[src/rtl/spi_job_scheduler_if.sv]
// APB bus between the job scheduler (master) and the SPI register file (slave).
// Latency: none, wires only.
// Backpressure: slave stretches ACCESS phases by holding pready_i low.
interface spi_job_scheduler_if;
  logic        psel_o;
  logic        penable_o;
  logic        pwrite_o;
  logic [3:0]  paddr_o;
  logic [31:0] pwdata_o;
  logic [31:0] prdata_i;
  logic        pready_i;

  modport master (
    output psel_o, penable_o, pwrite_o, paddr_o, pwdata_o,
    input  prdata_i, pready_i
  );

  modport slave (
    input  psel_o, penable_o, pwrite_o, paddr_o, pwdata_o,
    output prdata_i, pready_i
  );
endinterface

[src/rtl/spi_job_scheduler.sv]
// Round-robin two-port SPI job scheduler; sole APB master on apb_spi_master.
// Latency: 16 cycles request-to-done with zero-wait APB and one poll; +2+POLL_GAP per busy poll.
// Backpressure: APB ACCESS held while pready_i=0; requests wait in IDLE. Macro SPI_SCHED_TIMEOUT_EN bounds polling.
module spi_job_scheduler #(
  parameter int unsigned POLL_GAP = 2,
  parameter int unsigned TIMEOUT  = 1024
) (
  input  logic        pclk_i,
  input  logic        rst_i,
  input  logic        req0_i,
  input  logic        req1_i,
  input  logic [7:0]  cmd0_i,
  input  logic [7:0]  cmd1_i,
  input  logic [31:0] addr0_i,
  input  logic [31:0] addr1_i,
  input  logic [31:0] len0_i,
  input  logic [31:0] len1_i,
  input  logic [31:0] wdata0_i,
  input  logic [31:0] wdata1_i,
  output logic        done0_o,
  output logic        done1_o,
  output logic [31:0] rdata0_o,
  output logic [31:0] rdata1_o,
  output logic        err0_o,
  output logic        err1_o,
  output logic        busy_o,
  spi_job_scheduler_if.master apb
);

  typedef enum logic [3:0] {
    S_IDLE, S_ARB, S_W_CMD, S_W_ADDR, S_W_LEN, S_W_WDATA, S_W_CTRL,
    S_POLL, S_GAP, S_R_DATA, S_DONE
  } state_t;

  state_t      state_q, state_d;
  logic        phase_q, phase_d;       // 0 = SETUP, 1 = ACCESS
  logic        gnt_q, gnt_d;
  logic        last_q, last_d;
  logic [7:0]  cmd_q, cmd_d;
  logic [31:0] addr_q, addr_d, len_q, len_d, wdata_q, wdata_d;
  logic [3:0]  gap_q, gap_d;
  logic        psel_q, psel_d, penable_q, penable_d, pwrite_q, pwrite_d;
  logic [3:0]  paddr_q, paddr_d;
  logic [31:0] pwdata_q, pwdata_d;
  logic        done0_q, done0_d, done1_q, done1_d, busy_q, busy_d;
  logic [31:0] rdata0_q, rdata0_d, rdata1_q, rdata1_d;
  logic        tmo_hit;

`ifdef SPI_SCHED_TIMEOUT_EN
  localparam int unsigned POLL_W = $clog2(TIMEOUT + 1);
  logic [POLL_W-1:0] poll_q, poll_d;
  logic              err0_q, err0_d, err1_q, err1_d;
  // The poll that would exceed the budget while still busy ends the job.
  assign tmo_hit = (32'(poll_q) + 32'd1) >= TIMEOUT;
  assign err0_o  = err0_q;
  assign err1_o  = err1_q;
`else
  assign tmo_hit = 1'b0;
  assign err0_o  = 1'b0;
  assign err1_o  = 1'b0;
`endif

  // Next-state, job latching and completion bookkeeping.
  always_comb begin
    state_d  = state_q;
    phase_d  = phase_q;
    gnt_d    = gnt_q;
    last_d   = last_q;
    cmd_d    = cmd_q;
    addr_d   = addr_q;
    len_d    = len_q;
    wdata_d  = wdata_q;
    gap_d    = gap_q;
    rdata0_d = rdata0_q;
    rdata1_d = rdata1_q;
`ifdef SPI_SCHED_TIMEOUT_EN
    poll_d   = poll_q;
    err0_d   = err0_q;
    err1_d   = err1_q;
`endif
    unique case (state_q)
      S_IDLE: if (req0_i || req1_i) state_d = S_ARB;
      S_ARB: begin
        if (req0_i || req1_i) begin
          // Tie goes to the port that did not finish last.
          gnt_d   = (req0_i && req1_i) ? ~last_q : req1_i;
          cmd_d   = gnt_d ? cmd1_i   : cmd0_i;
          addr_d  = gnt_d ? addr1_i  : addr0_i;
          len_d   = gnt_d ? len1_i   : len0_i;
          wdata_d = gnt_d ? wdata1_i : wdata0_i;
          phase_d = 1'b0;
          state_d = S_W_CMD;
`ifdef SPI_SCHED_TIMEOUT_EN
          poll_d  = '0;
`endif
        end else begin
          state_d = S_IDLE;
        end
      end
      S_W_CMD, S_W_ADDR, S_W_LEN, S_W_WDATA, S_W_CTRL, S_POLL, S_R_DATA: begin
        if (!phase_q) begin
          phase_d = 1'b1;
        end else if (apb.pready_i) begin
          phase_d = 1'b0;
          unique case (state_q)
            S_W_CMD:   state_d = S_W_ADDR;
            S_W_ADDR:  state_d = S_W_LEN;
            S_W_LEN:   state_d = S_W_WDATA;
            S_W_WDATA: state_d = S_W_CTRL;
            S_W_CTRL:  state_d = S_POLL;
            S_POLL: begin
`ifdef SPI_SCHED_TIMEOUT_EN
              poll_d = poll_q + 1'b1;
`endif
              if (!apb.prdata_i[0]) begin
                state_d = S_R_DATA;
              end else if (tmo_hit) begin
                state_d = S_DONE;
                if (gnt_q) rdata1_d = 32'hDEAD_BEEF;
                else       rdata0_d = 32'hDEAD_BEEF;
`ifdef SPI_SCHED_TIMEOUT_EN
                if (gnt_q) err1_d = 1'b1;
                else       err0_d = 1'b1;
`endif
              end else if (POLL_GAP == 0) begin
                state_d = S_POLL;
              end else begin
                gap_d   = 4'(POLL_GAP - 1);
                state_d = S_GAP;
              end
            end
            S_R_DATA: begin
              if (gnt_q) rdata1_d = apb.prdata_i;
              else       rdata0_d = apb.prdata_i;
`ifdef SPI_SCHED_TIMEOUT_EN
              if (gnt_q) err1_d = 1'b0;
              else       err0_d = 1'b0;
`endif
              state_d = S_DONE;
            end
            default: state_d = state_q;
          endcase
        end
      end
      S_GAP: begin
        if (gap_q == 4'd0) state_d = S_POLL;
        else               gap_d   = gap_q - 4'd1;
      end
      S_DONE: begin
        last_d  = gnt_q;
        state_d = S_IDLE;
      end
      default: state_d = S_IDLE;
    endcase
  end

  // Registered APB/status outputs decoded from the next state so they align with it.
  always_comb begin
    psel_d    = 1'b0;
    pwrite_d  = 1'b0;
    paddr_d   = 4'd0;
    pwdata_d  = 32'd0;
    unique case (state_d)
      S_W_CMD:   begin psel_d = 1'b1; pwrite_d = 1'b1; paddr_d = 4'd0; pwdata_d = {24'd0, cmd_d}; end
      S_W_ADDR:  begin psel_d = 1'b1; pwrite_d = 1'b1; paddr_d = 4'd1; pwdata_d = addr_d;  end
      S_W_LEN:   begin psel_d = 1'b1; pwrite_d = 1'b1; paddr_d = 4'd2; pwdata_d = len_d;   end
      S_W_WDATA: begin psel_d = 1'b1; pwrite_d = 1'b1; paddr_d = 4'd3; pwdata_d = wdata_d; end
      S_W_CTRL:  begin psel_d = 1'b1; pwrite_d = 1'b1; paddr_d = 4'd5; pwdata_d = 32'h1;   end
      S_POLL:    begin psel_d = 1'b1; paddr_d = 4'd5; end
      S_R_DATA:  begin psel_d = 1'b1; paddr_d = 4'd4; end
      default:   psel_d = 1'b0;
    endcase
    penable_d = psel_d && phase_d;
    done0_d   = (state_d == S_DONE) && !gnt_d;
    done1_d   = (state_d == S_DONE) && gnt_d;
    busy_d    = (state_d != S_IDLE);
  end

  // All state; reset abandons any in-flight access and job.
  always_ff @(posedge pclk_i or posedge rst_i) begin
    if (rst_i) begin
      state_q   <= S_IDLE;
      phase_q   <= 1'b0;
      gnt_q     <= 1'b0;
      last_q    <= 1'b1;
      cmd_q     <= 8'd0;
      addr_q    <= 32'd0;
      len_q     <= 32'd0;
      wdata_q   <= 32'd0;
      gap_q     <= 4'd0;
      psel_q    <= 1'b0;
      penable_q <= 1'b0;
      pwrite_q  <= 1'b0;
      paddr_q   <= 4'd0;
      pwdata_q  <= 32'd0;
      done0_q   <= 1'b0;
      done1_q   <= 1'b0;
      busy_q    <= 1'b0;
      rdata0_q  <= 32'd0;
      rdata1_q  <= 32'd0;
`ifdef SPI_SCHED_TIMEOUT_EN
      poll_q    <= '0;
      err0_q    <= 1'b0;
      err1_q    <= 1'b0;
`endif
    end else begin
      state_q   <= state_d;
      phase_q   <= phase_d;
      gnt_q     <= gnt_d;
      last_q    <= last_d;
      cmd_q     <= cmd_d;
      addr_q    <= addr_d;
      len_q     <= len_d;
      wdata_q   <= wdata_d;
      gap_q     <= gap_d;
      psel_q    <= psel_d;
      penable_q <= penable_d;
      pwrite_q  <= pwrite_d;
      paddr_q   <= paddr_d;
      pwdata_q  <= pwdata_d;
      done0_q   <= done0_d;
      done1_q   <= done1_d;
      busy_q    <= busy_d;
      rdata0_q  <= rdata0_d;
      rdata1_q  <= rdata1_d;
`ifdef SPI_SCHED_TIMEOUT_EN
      poll_q    <= poll_d;
      err0_q    <= err0_d;
      err1_q    <= err1_d;
`endif
    end
  end

  assign apb.psel_o    = psel_q;
  assign apb.penable_o = penable_q;
  assign apb.pwrite_o  = pwrite_q;
  assign apb.paddr_o   = paddr_q;
  assign apb.pwdata_o  = pwdata_q;
  assign done0_o       = done0_q;
  assign done1_o       = done1_q;
  assign rdata0_o      = rdata0_q;
  assign rdata1_o      = rdata1_q;
  assign busy_o        = busy_q;

endmodule

[src/flat_wrapper.sv]
// flat-port wrapper written by rule: the top's interface ports become plain ports
module spi_job_scheduler_flat 
#(
  parameter int unsigned POLL_GAP = 2,
  parameter int unsigned TIMEOUT  = 1024
)
  (pclk_i, rst_i, req0_i, req1_i, cmd0_i, cmd1_i, addr0_i, addr1_i, len0_i, len1_i, wdata0_i, wdata1_i, done0_o, done1_o, rdata0_o, rdata1_o, err0_o, err1_o, busy_o, apb_psel_o, apb_penable_o, apb_pwrite_o, apb_paddr_o, apb_pwdata_o, apb_prdata_i, apb_pready_i);
  spi_job_scheduler_if apb_i ();
  input  logic pclk_i;
  input  logic rst_i;
  input  logic req0_i;
  input  logic req1_i;
  input  logic [7:0] cmd0_i;
  input  logic [7:0] cmd1_i;
  input  logic [31:0] addr0_i;
  input  logic [31:0] addr1_i;
  input  logic [31:0] len0_i;
  input  logic [31:0] len1_i;
  input  logic [31:0] wdata0_i;
  input  logic [31:0] wdata1_i;
  output logic done0_o;
  output logic done1_o;
  output logic [31:0] rdata0_o;
  output logic [31:0] rdata1_o;
  output logic err0_o;
  output logic err1_o;
  output logic busy_o;
  output wire logic [$bits(apb_i.psel_o)-1:0] apb_psel_o;
  output wire logic [$bits(apb_i.penable_o)-1:0] apb_penable_o;
  output wire logic [$bits(apb_i.pwrite_o)-1:0] apb_pwrite_o;
  output wire logic [$bits(apb_i.paddr_o)-1:0] apb_paddr_o;
  output wire logic [$bits(apb_i.pwdata_o)-1:0] apb_pwdata_o;
  input wire logic [$bits(apb_i.prdata_i)-1:0] apb_prdata_i;
  input wire logic [$bits(apb_i.pready_i)-1:0] apb_pready_i;
  assign apb_psel_o = apb_i.psel_o;
  assign apb_penable_o = apb_i.penable_o;
  assign apb_pwrite_o = apb_i.pwrite_o;
  assign apb_paddr_o = apb_i.paddr_o;
  assign apb_pwdata_o = apb_i.pwdata_o;
  assign apb_i.prdata_i = apb_prdata_i;
  assign apb_i.pready_i = apb_pready_i;
  spi_job_scheduler #(.POLL_GAP(POLL_GAP), .TIMEOUT(TIMEOUT)) u_core (.pclk_i(pclk_i), .rst_i(rst_i), .req0_i(req0_i), .req1_i(req1_i), .cmd0_i(cmd0_i), .cmd1_i(cmd1_i), .addr0_i(addr0_i), .addr1_i(addr1_i), .len0_i(len0_i), .len1_i(len1_i), .wdata0_i(wdata0_i), .wdata1_i(wdata1_i), .done0_o(done0_o), .done1_o(done1_o), .rdata0_o(rdata0_o), .rdata1_o(rdata1_o), .err0_o(err0_o), .err1_o(err1_o), .busy_o(busy_o), .apb(apb_i));
endmodule
[config.mk]
export PLATFORM = sky130hd
export DESIGN_NAME = spi_job_scheduler_flat
export DESIGN_NICKNAME = d
export VERILOG_FILES = /design/src/rtl/spi_job_scheduler_if.sv /design/src/rtl/spi_job_scheduler.sv /design/src/flat_wrapper.sv
export SDC_FILE = /design/constraint.sdc
export NUM_CORES = 1
export LEC_CHECK = 0
export BUFFER_PORTS_ARGS = -buffer_cell sky130_fd_sc_hd__buf_2
export CAP_MARGIN = 20
export CORE_MARGIN = 3
export CORE_UTILIZATION = 40
export CTS_CLUSTER_DIAMETER = 150
export DETAILED_ROUTE_END_ITERATION = 10
export GPL_TIMING_DRIVEN = 0
export PLACE_DENSITY_LB_ADDON = 0.25
export SLEW_MARGIN = 10
export SYNTH_ARGS = -nofsm -noshare
export SYNTH_HDL_FRONTEND = slang
export SYNTH_SLANG_ARGS = --single-unit
[constraint.sdc]
create_clock -name pclk_i -period 6.7 [get_ports pclk_i]
set_input_delay 0.67 -clock pclk_i [delete_from_list [all_inputs] [get_ports pclk_i]]
set_output_delay 0.67 -clock pclk_i [all_outputs]
set_load 0.05 [all_outputs]
==> out/results.ini, run 1 <==
[global_route]
grt_use_total = 0.226
grt_pass1_wl_mm = 46.4
grt_pass1_vias = 8328
antenna_found_initial = 1
grt_overflow = 0
grt_max_degree = 79

[sta]
period_share = 0.508
clock.fmax_mhz = 294
rsz0062_at_grt = false
clock_skew_ns = 0.0147
tns_ns = 0
finalHoldViolations = 0
maxSlewHeadroom = 0.316
finalMaxSlewViolations = 0
final.min_clock_period_ns = 3.40
setup_viol = 0
worst_slew_pin_slew_ns = 1.02

[floorplan]
io_pins = 353
num_rows = 56
initial_core_util = 0.410
dieHeight_um = 162
die_area_um2 = 26200
die_w_um = 162
coreArea_um2 = 23700

[layout]
fin_nets = 1534
area_growth_pct = 30.9
drive_gt1_frac = 0.338
finalNonFillerCells = 1622
diodes = 0
final_util = 0.537

[drt]
via_per_inst = 5.01
vias = 8123
drt_wl_total_mm = 30.5
drc_errors = 0
first_iter_violations = 467
ant_nets = 0
dr_wl_met3_mm = 2.24
met1_length_mm = 12.6
wl_per_cell_um = 18.8
highest_layer = met5
wl_met2_mm = 15.1
dr.pass1.iters = 5

[logic_synthesis]
synth_top_area_cell = dfrtp_1
yosysTopAreaCellShare = 0.564
avgSynthCellArea_um2 = 10.7
synth_flop_cell = dfrtp_1
synth_edf_count = 0
yosysMostFrequentCell = dfrtp_1
syn-cell-area_um2 = 9720
ys_warn_count = 0
ys_ff_latch = 220
postSynthCellCount = 907
synth_cell_types = 51
yosysSeqAreaShare = 0.567
synth.area.top_cells = dfrtp_1 56%, mux2i_1 12%, nand2_1 8.1%, o21ai_0 3.6%, o21ai_1 3.6%
yosys-top-cells-count = 219 x dfrtp_1, 210 x nand2_1, 112 x mux2i_1
async_flop_share = 1.00

[worst_setup_path]
crit_slowest_cell = nor3_1
critPathLaunchType = flip-flop
path_cells = inv_1 -> ha_1 -> nor3b_1 -> nand4_1 -> o221a_2 -> nor3_1 -> clkbuf_1 -> a32oi_1 -> o21ai_1
crit_type = reg2reg
cp-end-kind = flip-flop
path_max_fanout = 10
crit_required_ns = 7.13
max_stage_delay_ns = 0.79
cp.arrival_ns = 3.83

[clocking]
cts.sinks = 220
clk_pin_slew_ns = 0.06
postCtsSetupBuffers = 0
clk-insertion-delay-late_ns = 0.51
postCtsHoldBufs = 0
cts_root_buffer = clkbuf_16
cts_tree = yes
cts_made_buffers = 25
htree_levels = 1
clock_path_buffers = 3
cts_resized = 0

[place]
portBuffers = 349
place_inst = 1579
hpwl_mm = 23.1
gp_congestion = 0.804

[pwr]
p_switching_mw = 2.08
pwr-share-seq = 0.363
p_leak_nw = 6.93
peakVddDrop_uv = 199
internal_power_mw = 3.18
p_per_area_nw_per_um2 = 414
clkPwrFrac = 0.248
power.total_mw = 5.26
p_comb_frac = 0.389
p_sw_frac = 0.395

[outcome]
status = completed

[job]
drv_cap = 0

[min_path]
hold_path.class = in2async

## cell usage in the layout, fill, tap and decap left out, drive strengths merged, types with 2 or more instances in the layout
cell | synthesis | routed
a211o | 2 | 2
a21oi | 7 | 7
a32oi | 31 | 31
and3 | 3 | 3
buf | 34 | 385
clkbuf | 31 | 70
clkinv | 1 | 4
conb | 1 | 3
dfrtp | 219 | 219
ha | 2 | 2
inv | 33 | 33
mux2 | 33 | 33
mux2i | 112 | 112
nand2 | 210 | 210
nand2b | 4 | 4
nand3 | 3 | 3
nand4 | 4 | 4
nor2 | 9 | 9
nor2b | 4 | 4
nor3 | 3 | 3
o21ai | 140 | 140
or3 | 2 | 2
or4b | 2 | 2
## power by group through the flow
stage	logic (mW)	registers, mW	clock network [mW]
global route	2.24	1.95	1.40
global placement	2.00	1.92	0
floorplan	1.05	2.28	0
detailed placement	2.04	1.93	0
CTS	2.05	1.91	1.34
finish	2.05	1.91	1.30
## stage by stage
stage	area, um2	hold slack [ns]	setup slack [ns]
after floorplan	9730	0.456	0.0106
after global routing	12700	0.229	3.09
after CTS	12700	0.217	3.24
after detailed placement	11900	0.458	2.96
final	12700	0.212	3.30
after global placement	11900	0.453	-2.51
## area by class of cell
cell class                 count  area [um2]
tap                          319         399
timing repair buffer         351        1800
clock inverter                 4        45.0
buffer                        65         320
fill                        2227       11000
clock buffer                  39         738
multi-input combinational    590        3770
sequential                   220        5510
inverter                      34         135
## flip-flops by register name, indices dropped and copies added (netlist names), 3 cells and up
name and cells:
u_core.apb.paddr_o 3, u_core.rdata0_o 32, u_core.rdata1_o 32, u_core.cmd_q 8, u_core.wdata_q 32, u_core.gap_q 4, u_core.apb.pwdata_o 32, u_core.len_q 32
u_core.state_q 4, u_core.addr_q 32
## layer usage
layer  vias to the layer above  track usage
li1                       3882            -
met1                      3881        0.286
met2                       322        0.402
met3                        36       0.0454
met4                         2       0.0523
met5                         -            0
## path summary, 6_finish.rpt
check / startpoint / slack [ns] / depth (start not counted) / to
min in group pclk_i: apb_prdata_i[3] / 0.37 / 3 / u_core.rdata1_o[3]
min: rst_i / 0.21 / 2 / u_core.rdata0_o[21]
max reg2reg: u_core.gap_q[0] / 3.30 / 9 / u_core.apb.pwdata_o[7]
max in group asynchronous: rst_i / 5.35 / 4 / u_core.gap_q[1]
min reg2reg: u_core.rdata1_o[10] / 0.47 / 2 / u_core.rdata1_o[10]
max: u_core.gap_q[0] / 3.30 / 9 / u_core.apb.pwdata_o[7]
## cell families after synthesis
| kind of cell | share of synthesized area |
|---|---|
| buffers and inverters | 0.0461 |
| adder cells (fa/ha/maj) | 0.00257 |
| AO/OA/AOI/OAI | 0.116 |
| other | 0.000386 |
| flip-flops | 0.567 |
| AND/OR/NAND/NOR | 0.109 |
| multiplexers | 0.160 |
## worst max-delay path, delay by kind of cell, from the launching register on
| kind | cells | cell delay [ns] |
|---|---|---|
| buffers and inverters | 2 | 0.61 |
| and+or+nand+nor | 3 | 1.55 |
| AOI/OAI and AO/OA | 3 | 0.62 |
| DFF | 1 | 0.37 |
| adders and majority gates | 1 | 0.16 |
(Power assumes the default switching activity.)
==> run 2, diff against run 1 <==
clock period = 3.5 ns   (was 6.7 ns; I/O delays follow)
==> out/results.ini, run 2 (same netlist as run 1, synthesis figures left out) <==
[clocking]
clk-insertion-delay-late_ns = 0.51  ; about the same
cts.sinks = 220  ; unchanged
htree_levels = 1  ; unchanged
cts_tree = yes
clk_pin_slew_ns = 0.06  ; about the same
postCtsSetupBuffers = 0  ; unchanged
clock_path_buffers = 3  ; unchanged
cts_made_buffers = 24  ; -4.0%
cts_root_buffer = clkbuf_16

[sta]
finalHoldViolations = 0  ; unchanged
period_share = 0.922  ; +0.414
setup_viol = 0  ; unchanged
fin_ws_ns = 0.273  ; -3.03 ns
tns_ns = 0  ; unchanged
clock.fmax_mhz = 310  ; +5.4%
worst_slew_pin_slew_ns = 0.901  ; -0.118 ns
whs_ns = 0.0435  ; -0.169 ns
maxSlewHeadroom = 0.400  ; +0.0839
rsz0062_at_grt = false
final.min_clock_period_ns = 3.23  ; -0.174 ns
finalMaxSlewViolations = 0  ; unchanged
clock_skew_ns = 0.00938  ; -0.00529 ns

[worst_setup_path]
crit_family = buffers and inverters
cp-end-kind = flip-flop
critPathLaunchType = flip-flop
crit_required_ns = 3.87  ; -3.26 ns
max_stage_delay_ns = 0.71  ; -0.08 ns
crit_slowest_cell = buf_1
crit_type = reg2reg
path_max_fanout = 10  ; unchanged
path_cells = a21bo_2 -> clkbuf_1 -> buf_2 -> buf_1 -> mux2i_1 -> o21ai_0 -> a32oi_1 -> o21ai_1
crit_buf_inv = 3  ; +1
cp.arrival_ns = 3.59  ; -0.24 ns

[layout]
layout_commonest_cell = buf_2
layout_common_cells = 368 x buf_2, 219 x dfrtp_1, 210 x nand2_1, 112 x mux2i_1
fin_nets = 1538  ; +0.26%
ff_latch_area_um2 = 5510  ; unchanged
area_growth_pct = 31.4
drive_gt1_frac = 0.340  ; +0.00126
n_fill_cell = 2171  ; -2.5%
multi_input_area_um2 = 3780  ; +0.13%

[drt]
wl_per_cell_um = 18.4  ; -2.4%
dr.pass1.iters = 4  ; -1
drc_errors = 0  ; unchanged
vias = 8114  ; -0.11%
via_per_inst = 4.99  ; -0.42%
ant_nets = 0  ; unchanged
first_iter_violations = 549  ; +18%
drt_wl_total_mm = 29.9  ; -2.1%

[global_route]
grt_pass1_wl_mm = 46.1  ; -0.61%
grt_max_degree = 40  ; -49%
grt_overflow = 0  ; unchanged
grt_use_total = 0.223  ; -0.00321
grt_pass1_vias = 8395  ; +0.80%
antenna_found_initial = 3  ; +2

[floorplan]
die_w_um = 162  ; unchanged
io_pins = 353  ; unchanged
dieHeight_um = 162  ; unchanged
die_area_um2 = 26200  ; unchanged
coreArea_um2 = 23700  ; unchanged
initial_core_util = 0.410  ; unchanged
num_rows = 56  ; unchanged

[outcome]
status = completed

[place]
portBuffers = 349  ; unchanged
gp_congestion = 0.831  ; +3.4%
hpwl_mm = 23.2  ; +0.50%
dp_slack_ns = 0.145  ; -2.82 ns

[pwr]
peakVddDrop_uv = 338  ; +70%
p_leak_nw = 6.95  ; +0.21%
p_per_area_nw_per_um2 = 781  ; +89%

[job]
drv_cap = 0  ; unchanged

[min_path]
hold_path.class = in2reg

run 2: cell count changes in the layout (fill, tap and decap cells not counted), sizes merged:
cell         previous run  this run
buf                   385       389
clkbuf                 70        69
clkinvlp                0         1
diode                   0         1
dlygate4sd3             0         1
inv                    33        32
run 2: worst reg2reg max path, stage by stage, from the launching register on:
cell,delay (ns)
dfstp_2,0.54
a21bo_2,0.12
clkbuf_1,0.33
buf_2,0.35
buf_1,0.71
mux2i_1,0.40
o21ai_0,0.16
a32oi_1,0.29
o21ai_1,0.17
run 2: metrics by stage:
stage	instances	instance area (um2)	total power, mW	utilization
finish	1627	12800	9.98	0.539
global route	1627	12800	10.6	0.539
CTS	1626	12800	10.0	0.539
detailed placement	1583	12000	7.58	0.507
global placement	1577	11900	7.49	0.501
floorplan	909	9730	6.39	-
run 2: where the power goes:
part / switching [mW] / internal, mW
Combinational: 2.69 / 1.20
Sequential: 0.260 / 3.40
Clock: 0.988 / 1.45
run 2: final timing paths:
kind | start | to | slack (ns) | cells after the start
setup / recovery | u_core.last_q | u_core.apb.pwdata_o[9] | 0.27 | 8
hold / removal | apb_prdata_i[12] | u_core.rdata1_o[12] | 0.04 | 3
setup reg to reg | u_core.last_q | u_core.apb.pwdata_o[9] | 0.27 | 8
hold reg to reg | u_core.rdata1_o[30] | u_core.rdata1_o[30] | 0.47 | 2
max in group asynchronous | rst_i | u_core.addr_q[8] | 2.10 | 6
min in group asynchronous | rst_i | u_core.rdata1_o[10] | 0.40 | 3
run 2: final cells by class:
class                           instances  share of cell area
Buffer                                 65              0.0251
Timing Repair Buffer                  356               0.147
Inverter                               34              0.0103
Clock inverter                          4             0.00441
Tap cell                              319              0.0312
Sequential cell                       220               0.431
Antenna cell                            1            0.000196
Clock buffer                           38              0.0550
Multi-Input combinational cell        590               0.296
run 2: timing repair:
action	CTS	global route
endpoints found under the setup margin	0	7
hold endpoints to repair	17	0
resized for setup	0	1
hold buffers	1	0
run 2: metal layers:
| layer | routed length (um) | up-vias | global-route usage |
|---|---|---|---|
| met5 | 23 | - | 0 |
| li1 | - | 3889 | - |
| met3 | 2320 | 39 | 0.0462 |
| met4 | 602 | 4 | 0.0469 |
| met1 | 12300 | 3850 | 0.288 |
| met2 | 14700 | 332 | 0.391 |
==> run 3, diff against run 2 <==
clock period = 3.05 ns   (was 3.5 ns; I/O delays follow)
==> out/results.ini, run 3 (same netlist as run 1, synthesis figures left out) <==
[layout]
layout_commonest_cell = buf_2
area_growth_pct = 32.9
drive_gt1_frac = 0.346  ; +0.00601
fin_nets = 1550  ; +0.78%
final_util = 0.545  ; +0.00613
finish.instance_area_um2 = 12900  ; +1.1%
layout_common_cells = 370 x buf_2, 219 x dfrtp_1, 210 x nand2_1, 112 x mux2i_1

[drt]
wl_per_cell_um = 18.4  ; +0.27%
via_per_inst = 5.00  ; +0.17%
first_iter_violations = 544  ; -0.91%
highest_layer = met5
dr.pass1.iters = 4  ; unchanged
drt_wl_total_mm = 30.2  ; +1.0%
drc_errors = 0  ; unchanged
vias = 8188  ; +0.91%
wl_met2_mm = 14.9  ; +1.7%
met1_length_mm = 12.5  ; +2.3%
ant_nets = 0  ; unchanged
dr_wl_met3_mm = 2.15  ; -7.4%

[place]
dpl_cell_area_um2 = 12000  ; unchanged
dp_slack_ns = -0.305  ; -0.450 ns
gp_congestion = 0.831  ; unchanged
hpwl_mm = 23.2  ; unchanged
portBuffers = 349  ; unchanged

[worst_setup_path]
crit_slowest_cell = dfstp_2
cp.arrival_ns = 3.25  ; -0.34 ns
critPathLaunchType = flip-flop
path_max_fanout = 10  ; unchanged
path_common_cell = buf_2
max_stage_delay_ns = 0.54  ; -0.17 ns
crit_required_ns = 3.42  ; -0.45 ns
path_cells = a21bo_2 -> clkbuf_1 -> buf_2 -> buf_2 -> mux2i_1 -> o21ai_0 -> a32oi_1 -> o21ai_1
cp-end-kind = flip-flop
crit_type = reg2reg

[clocking]
clock_path_buffers = 3  ; unchanged
clk-insertion-delay-late_ns = 0.51  ; about the same
cts_tree = yes
htree_levels = 1  ; unchanged
clk_pin_slew_ns = 0.06  ; about the same
cts_made_buffers = 24  ; unchanged
cts.sinks = 220  ; unchanged
cts_root_buffer = clkbuf_16

[global_route]
grt_overflow = 0  ; unchanged
grt_pass1_wl_mm = 46.4  ; +0.64%
grt_pass1_vias = 8450  ; +0.66%
antenna_found_initial = 3  ; unchanged
grt_max_degree = 40  ; unchanged
grt_use_total = 0.225  ; +0.00137

[sta]
final.min_clock_period_ns = 2.88  ; -0.348 ns
setup_viol = 0  ; unchanged
rsz0062_at_grt = false
clock.fmax_mhz = 347  ; +12%
fin_ws_ns = 0.171  ; -0.102 ns
period_share = 0.944  ; +0.0220
finalHoldViolations = 0  ; unchanged
worst_slew_pin_slew_ns = 0.897  ; -0.00389 ns
clock_skew_ns = 0.00944  ; +0.0000584 ns
finalMaxSlewViolations = 0  ; unchanged
maxSlewHeadroom = 0.402  ; +0.00259

[floorplan]
num_rows = 56  ; unchanged
dieHeight_um = 162  ; unchanged
io_pins = 353  ; unchanged
die_w_um = 162  ; unchanged
die_area_um2 = 26200  ; unchanged
initial_core_util = 0.410  ; unchanged
coreArea_um2 = 23700  ; unchanged

[job]
drv_cap = 0  ; unchanged

[outcome]
status = completed

[pwr]
p_leak_nw = 7.04  ; +1.3%
p_per_area_nw_per_um2 = 891  ; +14%
power.total_mw = 11.5  ; +15%
peakVddDrop_uv = 388  ; +15%

[min_path]
hold_path.class = in2reg

==> run 3: cell types whose count changed in the layout (fill, tap and decap cells not counted), sizes merged <==
cell and delta:
dlygate4sd3 +12, buf -2, clkbuf +2
==> run 3: final timing paths <==
kind	slack [ns]	cells after the start	start	end
max	0.17	8	u_core.last_q	u_core.apb.pwdata_o[9]
max reg2reg	0.17	8	u_core.last_q	u_core.apb.pwdata_o[9]
min	0.02	3	apb_prdata_i[27]	u_core.rdata1_o[27]
max in group asynchronous	1.70	6	rst_i	u_core.addr_q[8]
min in group asynchronous	0.35	3	rst_i	u_core.rdata1_o[10]
min reg2reg	0.47	2	u_core.rdata1_o[30]	u_core.rdata1_o[30]
==> run 3: metrics by stage <==
stage / std cells / setup TNS (ns) / hold WS [ns]
floorplan: 909 / -26.78 / 0.410
global placement: 1577 / -323.73 / 0.454
detailed placement: 1583 / -4.95 / 0.344
CTS: 1638 / 0 / 0.000925
global route: 1639 / 0 / 0.00493
finish: 1639 / 0 / 0.0197
==> run 3: power by group <==
part / internal (mW) / switching (mW) / total, mW
logic: 1.41 / 3.10 / 4.51
registers: 3.90 / 0.300 / 4.20
clock network: 1.66 / 1.14 / 2.80
==> run 3: layout make-up <==
cell class | count | area [um2]
clock inverter | 4 | 56.3
fill | 2148 | 10800
multi-input combinational | 590 | 3790
sequential | 220 | 5510
timing repair buffer | 368 | 2000
inverter | 34 | 131
antenna | 1 | 2.50
tap | 319 | 399
clock buffer | 38 | 703
buffer | 65 | 334
==> run 3: timing repair <==
item                                   CTS  global route
buffers inserted                         0             0
gates resized for setup                  5            20
pin swaps                                0             0
hold buffers                            13             0
setup endpoints to repair               30            25
endpoints found under the hold margin   29             0
==> run 3: critical path, delay by kind of cell, from the launching register on <==
kind / cells / cell delay [ns]
AOI/OAI and AO/OA: 4 / 0.74
buffers and inverters: 3 / 1.08
DFF: 1 / 0.54
muxes: 1 / 0.36
==> run 3: per-layer routing <==
| metal | GRT usage | vias to the layer above |
|---|---|---|
| met4 | 0.0469 | 4 |
| met1 | 0.291 | 3921 |
| li1 | - | 3914 |
| met5 | 0 | - |
| met3 | 0.0457 | 37 |
| met2 | 0.393 | 312 |
